==> config.mk <==
export PLATFORM = sky130hd
export DESIGN_NAME = alu_issue_ctrl
export DESIGN_NICKNAME = d
export VERILOG_FILES = /design/src/rtl/alu_issue_ctrl.sv
export SDC_FILE = /design/constraint.sdc
export NUM_CORES = 1
export LEC_CHECK = 0
export ABC_AREA = 1
export CORE_ASPECT_RATIO = 2
export CORE_MARGIN = 5
export CORE_UTILIZATION = 49
export CTS_CLUSTER_DIAMETER = 200
export CTS_CLUSTER_SIZE = 8
export DETAILED_ROUTE_END_ITERATION = 6
export DONT_BUFFER_PORTS = 1
export SYNTH_ARGS = -nofsm -noshare
export SYNTH_HDL_FRONTEND = slang
export SYNTH_SLANG_ARGS = --single-unit
==> constraint.sdc <==
create_clock -name clk -period 19.9 [get_ports clk]
set_input_delay 3.98 -clock clk [delete_from_list [all_inputs] [get_ports clk]]
set_output_delay 3.98 -clock clk [all_outputs]
set_load 0.005 [all_outputs]
==> src/rtl/alu_issue_ctrl.sv <==
// Sequential issue controller for the 32-bit combinational ALU.
// Requests are handled one at a time, with operands read from a local register file and the result written back.
module alu_issue_ctrl #(
    parameter int ADDR_W = 3,
    parameter int DATA_W = 32
) (
    input  logic              clk,
    input  logic              reset,
    input  logic              req_valid,
    output logic              req_ready,
    input  logic [2:0]        req_op,
    input  logic [ADDR_W-1:0] req_rd,
    input  logic [ADDR_W-1:0] req_ra,
    input  logic [ADDR_W-1:0] req_rb,
    input  logic              req_imm_en,
    input  logic [DATA_W-1:0] req_imm,
    input  logic              load_en,
    input  logic [ADDR_W-1:0] load_addr,
    input  logic [DATA_W-1:0] load_data,
    output logic [DATA_W-1:0] alu_busA,
    output logic [DATA_W-1:0] alu_busB,
    output logic [2:0]        alu_control,
    input  logic [DATA_W-1:0] alu_dataOut,
    input  logic              alu_zero,
    input  logic              alu_overflow,
    input  logic              alu_carry,
    input  logic              alu_negative,
    output logic              resp_valid,
    output logic [DATA_W-1:0] resp_data,
    output logic [3:0]        flags,
    input  logic [ADDR_W-1:0] dbg_addr,
    output logic [DATA_W-1:0] dbg_data,
    output logic [1:0]        dbg_state
);

    localparam int DEPTH = 2 ** ADDR_W;

    localparam logic [1:0] IDLE = 2'd0;
    localparam logic [1:0] OPER = 2'd1;
    localparam logic [1:0] EXEC = 2'd2;
    localparam logic [1:0] WB   = 2'd3;

    logic [1:0]        state;
    logic [DATA_W-1:0] rf [DEPTH];

    logic [2:0]        op_q;
    logic [ADDR_W-1:0] rd_q;
    logic [ADDR_W-1:0] ra_q;
    logic [ADDR_W-1:0] rb_q;
    logic              imm_en_q;
    logic [DATA_W-1:0] imm_q;

    logic accept;
    logic wb_write;

    // Handshake: a request transfers on any rising edge where req_valid and req_ready are both high.
    assign req_ready  = (state == IDLE);
    assign accept     = req_valid && req_ready;
    assign resp_valid = (state == WB);
    assign wb_write   = (state == WB) && (op_q != 3'd0);
    assign dbg_data   = rf[dbg_addr];
    assign dbg_state  = state;

    always_ff @(posedge clk or posedge reset) begin
        if (reset) begin
            state       <= IDLE;
            op_q        <= 3'd0;
            rd_q        <= '0;
            ra_q        <= '0;
            rb_q        <= '0;
            imm_en_q    <= 1'b0;
            imm_q       <= '0;
            alu_busA    <= '0;
            alu_busB    <= '0;
            alu_control <= 3'd0;
            resp_data   <= '0;
            flags       <= 4'd0;
        end else begin
            case (state)
                IDLE: begin
                    if (accept) begin
                        op_q     <= req_op;
                        rd_q     <= req_rd;
                        ra_q     <= req_ra;
                        rb_q     <= req_rb;
                        imm_en_q <= req_imm_en;
                        imm_q    <= req_imm;
                        state    <= OPER;
                    end
                end
                OPER: begin
                    alu_busA    <= rf[ra_q];
                    alu_busB    <= imm_en_q ? imm_q : rf[rb_q];
                    alu_control <= op_q;
                    state       <= EXEC;
                end
                EXEC: begin
                    // A NOP reports a zero result and leaves the flag register alone.
                    resp_data <= (op_q == 3'd0) ? '0 : alu_dataOut;
                    if (op_q != 3'd0) begin
                        flags <= {alu_negative, alu_zero, alu_carry, alu_overflow};
                    end
                    state <= WB;
                end
                WB: begin
                    state <= IDLE;
                end
                default: begin
                    state <= IDLE;
                end
            endcase
        end
    end

    // The writeback is assigned last, so it wins over an external load to the same address.
    always_ff @(posedge clk or posedge reset) begin
        if (reset) begin
            for (int i = 0; i < DEPTH; i++) begin
                rf[i] <= '0;
            end
        end else begin
            if (load_en) begin
                rf[load_addr] <= load_data;
            end
            if (wb_write) begin
                rf[rd_q] <= resp_data;
            end
        end
    end

endmodule
==> results.yml, run 1 <==
finish:
  nNetsFinal: 3531
  drive_above_1_share_pct: 4.69
  final_cells: 4060
  final_cell_mix: "nand2_1, o21ai_0, dfrtp_1, nand3_1, inv_1"
  final_common_cell: "nand2_1"
  stdcell_area_sq_um: 26000
  syn_to_final_growth_pct: 5.93
placed_design:
  portBuffers: 0
  gp_congestion: 0.904
  dp_cells: 3995
  place_area_sq_um: 24500
  place.detailed.hpwl_microns: 58900
cts:
  cts_buffers: 56
  insertion_delay_ns: 0.62
  cts_hold_buf: 0
  cts_max_level: 2
  cts_resized: 0
  cts_tree: "yes"
  clockBufferDepth: 3
  post_cts.repair.setup_buffers: 0
  cts_num_sinks: 406
  clk_pin_slew_ns: 0.05
  root_buffer: "clkbuf_16"
power_and_ir_drop:
  p_leak_uw: 0.0123
  intPower_uw: 2390
  p_sw_uw: 2180
  power_density_nw_per_um2: 176
  combinationalPowerShare_pct: 45.1
  swShare_pct: 47.7
  p_seq_share_pct: 35.8
  clock_power_share_pct: 19.0
  ir_drop_mv: 0.115
timing:
  worst_pin_slew_ns: 1.28
  period_share_pct: 48.8
  timing.final.hold_violations: 0
  finalSetupViolCount: 0
  fin_tns_setup_ns: 0
  finalMaxSlewViolations: 0
  min_period_ns: 9.70
  finalClockSkew_ns: 0.0155
  finalHoldWorstSlack_ns: 0.498
  slew_headroom_pct: 14.5
  rsz0062_at_grt: "false"
  fmax_mhz: 103
die:
  io_pins: 262
  fp.dieH_microns: 326
  core_sq_um: 49800
  start_util_pct: 49.2
  die_x_microns: 168
  fp-row-count: 116
  dieArea_sq_um: 54800
grt:
  grt_overflow: 0
  top_usage_layer: "met2"
  met3_usage_pct: 6.48
  grtUsageTotal_pct: 34.4
  antenna_found_initial: 2
  use_met2_pct: 59.1
  grt_pass1_vias: 23800
  met1_usage_pct: 40.0
  grt_max_degree: 171
  grt_pass1_wl_microns: 146000
critical_path:
  worst-path-buf-inv: 2
  cp.arrival_ns: 5.72
  cpLargestDelayFamily: "buffers and inverters"
  crit_fanout: 163
  critPathCaptureType: "primary output"
  worstSetupPathType: "input pin to primary output"
  cp.required_ns: 15.92
  cp_slowest_stage_delay_ns: 0.70
  slowest_stage: "buf_4"
  startpoint_type: "input pin"
  path_cells: "clkinv_2, buf_4, a21oi_1, o21ai_0, nand2_1, o21a_1"
route:
  firstDrtPassIters: 7
  drt_iter0_markers: 2669
  viasPerCell: 6.10
  post_drt_wl_per_cell_microns: 23.9
  route.vias.total: 24800
  drc_errors: 0
  ant_nets: 0
  routed_wl_microns: 97200
flow_run:
  cap_violations: 0
synth:
  syn_nets: 3715
  synthMuxAreaShare_pct: 1.01
  syn_avg_cell_area_sq_um: 6.83
  synth_compound_area_share_pct: 22.9
  synth_fa_ha_area_share_pct: 0.204
  netlist_instances: 3588
  ys_ff_latch: 406
  synth.distinct_cells: 24
  synth_top_family_by_area: "simple AND/OR/NAND/NOR gates"
  yosys.area_share.simple_pct: 25.3
  ys_seq_area_share_pct: 41.5
  yosysWarnings: 0
  synth_xor_area_share_pct: 0
  syn_area_sq_um: 24500
outcome:
  outcome: "finished, final reports clean"
hold_path:
  hold_path.class: "flip-flop to flip-flop"
-- worst paths after layout --
kind	startpoint	endpoint	slack (ns)	cells past startpoint
setup / recovery	dbg_addr[0]	dbg_data[16]	10.20	6
hold / removal	alu_control[1]$_DFFE_PP0N_	alu_control[1]$_DFFE_PP0N_	0.50	2
setup reg to reg	rb_q[0]$_DFFE_PP0P_	alu_busB[19]$_DFFE_PP0N_	16.77	8
hold reg to reg	alu_control[1]$_DFFE_PP0N_	alu_control[1]$_DFFE_PP0N_	0.50	2
max in group asynchronous	reset	resp_data[10]$_DFFE_PP0N_	14.40	3
min in group asynchronous	reset	rf[27]$_DFF_PP0_	3.37	1
-- layer usage --
| metal | routed length, microns | share of wire [%] | vias up |
|---|---|---|---|
| met5 | 0 | 0 | - |
| met4 | 6380 | 6.6 | 0 |
| met3 | 8680 | 8.9 | 362 |
| met2 | 47600 | 49 | 1397 |
| met1 | 34500 | 36 | 11600 |
| li1 | - | - | 11400 |
-- cells by family (layout without fill, tap and decap cells) --
family / after synthesis / in the layout
flip-flops: 406 / 406
other: 0 / 1
AND/OR/NAND/NOR: 1513 / 1513
adder cells (fa/ha/maj): 4 / 4
multiplexers: 22 / 22
AO/OA/AOI/OAI: 1084 / 1084
buffers and inverters: 559 / 381
-- through the flow --
stage / setup WS [ns] / utilization (%) / total power [uW]
after floorplan: 4.63 / - / 3000
after global placement: 10.42 / 49.2 / 3610
after detailed placement: 10.36 / 49.2 / 3670
after CTS: 10.36 / 52.1 / 4550
after global routing: 10.13 / 52.1 / 4920
final: 10.20 / 52.1 / 4570
-- power groups by stage --
stage	registers (uW)	clock network, uW	logic, uW
2_1_floorplan	1470	0	1540
3_3_place_gp	1630	0	1980
3_5_place_dp	1640	0	2030
4_1_cts	1630	882	2040
5_1_grt	1680	913	2320
6_report	1640	870	2060
-- worst reg2reg max path, stage by stage (launching register included) --
cell     delay [ns]
dfrtp_4        0.44
buf_4          0.68
buf_4          0.87
nor2_1         0.12
nor2_1         0.11
nand2_1        0.06
nand3_1        0.06
nand3_1        0.42
a21oi_1        0.28
-- cell usage after synthesis (all sizes together) --
| cell type | count | share of area (%) |
|---|---|---|
| o211ai | 64 | 2.0 |
| o21ai | 771 | 16 |
| clkbuf | 155 | 2.4 |
| nor3 | 1 | 0.066 |
| buf | 127 | 2.5 |
| nand2 | 1040 | 16 |
| o21a | 15 | 0.46 |
| mux2 | 22 | 1.0 |
| nand3 | 353 | 7.2 |
| dfrtp | 406 | 41 |
| inv | 276 | 4.2 |
| clkinv | 1 | 0.015 |
| nor2 | 119 | 1.9 |
| ha | 4 | 0.20 |
| a21oi | 234 | 4.8 |
-- sequential cells by signal (all words and copies together) (netlist names), 4 cells and up --
| register | flops |
|---|---|
| alu_busB | 32 |
| rf | 256 |
| resp_data | 32 |
| alu_busA | 32 |
| imm_q | 32 |
| flags | 4 |
-- layout make-up --
type	count	area [sq um]
multi-input combinational	2623	12100
inverter	277	1050
fill	4982	23800
sequential	406	10200
clock inverter	3	45.0
clock buffer	61	1430
timing repair buffer	40	313
antenna	1	2.50
tap	649	812
No activity file was read; power rests on OpenSTA's default activity.
==> inputs of run 2 (changes only) <==
--- a/config.mk
+++ b/config.mk
@@ -13,6 +13,7 @@
 export CTS_CLUSTER_SIZE = 8
 export DETAILED_ROUTE_END_ITERATION = 6
 export DONT_BUFFER_PORTS = 1
+export PLACE_DENSITY = 0.66
 export SYNTH_ARGS = -nofsm -noshare
 export SYNTH_HDL_FRONTEND = slang
 export SYNTH_SLANG_ARGS = --single-unit
==> constraint.sdc (replaced) <==
create_clock -name clk -period 8 [get_ports clk]
set_input_delay 1.6 -clock clk [delete_from_list [all_inputs] [get_ports clk]]
set_output_delay 1.6 -clock clk [all_outputs]
set_load 0.005 [all_outputs]
==> results.yml, run 2 (same netlist as run 1, synthesis figures left out) <==
die:
  core_sq_um: 49800
  fp.dieH_microns: 326
  die_x_microns: 168
  io_pins: 262
  start_util_pct: 49.2
  dieArea_sq_um: 54800
  fp-row-count: 116
finish:
  final_cell_mix: "nand2_1, o21ai_0, dfrtp_1, nand3_1, inv_1"
  largest_reg_flops: 256
  nNetsFinal: 3528
  fill_cells: 4879
  drive_above_1_share_pct: 4.58
  syn_to_final_growth_pct: 5.94
  final_common_cell: "nand2_1"
  top_register: "rf"
  stdcell_area_sq_um: 26000
timing:
  slew_headroom_pct: 18.3
  min_period_ns: 5.17
  setup_ws_ns: 2.83
  finalSetupViolCount: 0
  finalClockSkew_ns: 0.0176
  fin_tns_setup_ns: 0
  timing.final.hold_violations: 0
  rsz0062_at_grt: "false"
  period_share_pct: 64.7
  fmax_mhz: 193
  worst_pin_slew_ns: 1.23
  finalMaxSlewViolations: 0
placed_design:
  dp_slack_ns: 2.99
  place_area_sq_um: 24500
  place.detailed.hpwl_microns: 54100
  portBuffers: 0
  gp_congestion: 0.892
critical_path:
  cp.arrival_ns: 3.57
  slowest_stage: "inv_2"
  regToRegSetupSlack_ns: 4.34
  worstSetupPathType: "input pin to primary output"
  crit_fanout: 163
  ff2ff_path_depth: 7
  path_cells: "inv_2, buf_4, a21oi_1, o21ai_0, nand2_1, o21a_1"
  cp_slowest_stage_delay_ns: 0.68
  r2r-start: "rb_q[0]$_DFFE_PP0P_"
  cpLargestDelayFamily: "buffers and inverters"
  reg2reg_to: "alu_busB[17]$_DFFE_PP0N_"
  critPathCaptureType: "primary output"
  startpoint_type: "input pin"
  worst-path-buf-inv: 2
  cp.required_ns: 6.40
route:
  viasPerCell: 6.12
  route.vias.total: 24800
  post_drt_wl_per_cell_microns: 23.1
  drc_errors: 6
  firstDrtPassIters: 7
  drt_iter0_markers: 2885
  ant_nets: 0
  routed_wl_microns: 93600
hold_path:
  holdPathEnd: "alu_control[0]$_DFFE_PP0N_"
  hold_path.class: "flip-flop to flip-flop"
  hold_depth: 2
  hold_start: "op_q[0]$_DFFE_PP0P_"
power_and_ir_drop:
  p_leak_uw: 0.0123
  power_density_nw_per_um2: 435
  ir_drop_mv: 0.281
cts:
  root_buffer: "clkbuf_16"
  cts_hold_buf: 0
  cts_buffers: 56
  cts_num_sinks: 406
  clockBufferDepth: 3
  insertion_delay_ns: 0.62
  clk_pin_slew_ns: 0.05
  cts_resized: 0
  post_cts.repair.setup_buffers: 0
  cts_max_level: 2
  cts_tree: "yes"
grt:
  grt_overflow: 0
  grt_max_degree: 176
  grt_pass1_vias: 23900
  grt_pass1_wl_microns: 141000
  grtUsageTotal_pct: 32.9
  antenna_found_initial: 3
outcome:
  outcome: "finished, violations left"
  violations: "design-rule violations"
flow_run:
  cap_violations: 0
run 2: cell types whose count changed in the layout (fill, tap and decap cells not counted), sizes merged:
cell,delta
diode,+2
inv,-2
clkinvlp,+1
buf,-3
clkinv,+1
run 2: metrics by stage:
stage	cells	utilization (%)	hold WS [ns]	total power [uW]
global placement	3992	49.2	0.485	8860
floorplan	3588	-	0.463	7470
finish	4059	52.1	0.505	11300
global route	4057	52.1	0.519	12200
CTS	4056	52.1	0.508	11200
detailed placement	3992	49.2	0.496	9030
run 2: worst max-delay path by stage:
stage | cells after the start | end | startpoint
6_report | 6 | dbg_data[3] | dbg_addr[0]
5_1_grt | 6 | dbg_data[31] | dbg_addr[0]
4_1_cts | 6 | dbg_data[3] | dbg_addr[0]
3_5_place_dp | 6 | dbg_data[3] | dbg_addr[0]
3_3_place_gp | 6 | dbg_data[1] | dbg_addr[0]
2_1_floorplan | 1 | alu_busA[0]$_DFFE_PP0N_ | reset
run 2: power by group:
group	internal, uW	leakage, uW	switching [uW]
Combinational	1630	0.00658	3360
Sequential	3070	0.00495	1070
Clock	1240	0.000723	912
run 2: worst reg2reg max path, cell delays in order (launching register included):
cell,delay (ns)
dfrtp_4,0.85
clkinv_2,0.91
buf_4,0.71
nand2_1,0.21
nand3_1,0.09
nand3_1,0.12
nand3_1,0.41
a21oi_1,0.27
run 2: area by class of cell:
type | instances | area [sq um] | share of cell area, %
clock inverter | 3 | 45.0 | 0.174
multi-input combinational | 2623 | 12100 | 46.7
tap | 649 | 812 | 3.13
sequential | 406 | 10200 | 39.2
inverter | 277 | 1050 | 4.03
clock buffer | 61 | 1430 | 5.51
timing repair buffer | 37 | 315 | 1.21
antenna | 3 | 7.51 | 0.0289
run 2: per-layer routing:
metal | track usage, % | routed length (microns) | vias to the layer above
met3 | 7.74 | 10500 | 388
li1 | - | - | 11400
met1 | 38.5 | 32100 | 11500
met5 | 0 | 0 | -
met2 | 54.2 | 44200 | 1511
met4 | 20.9 | 6710 | 0
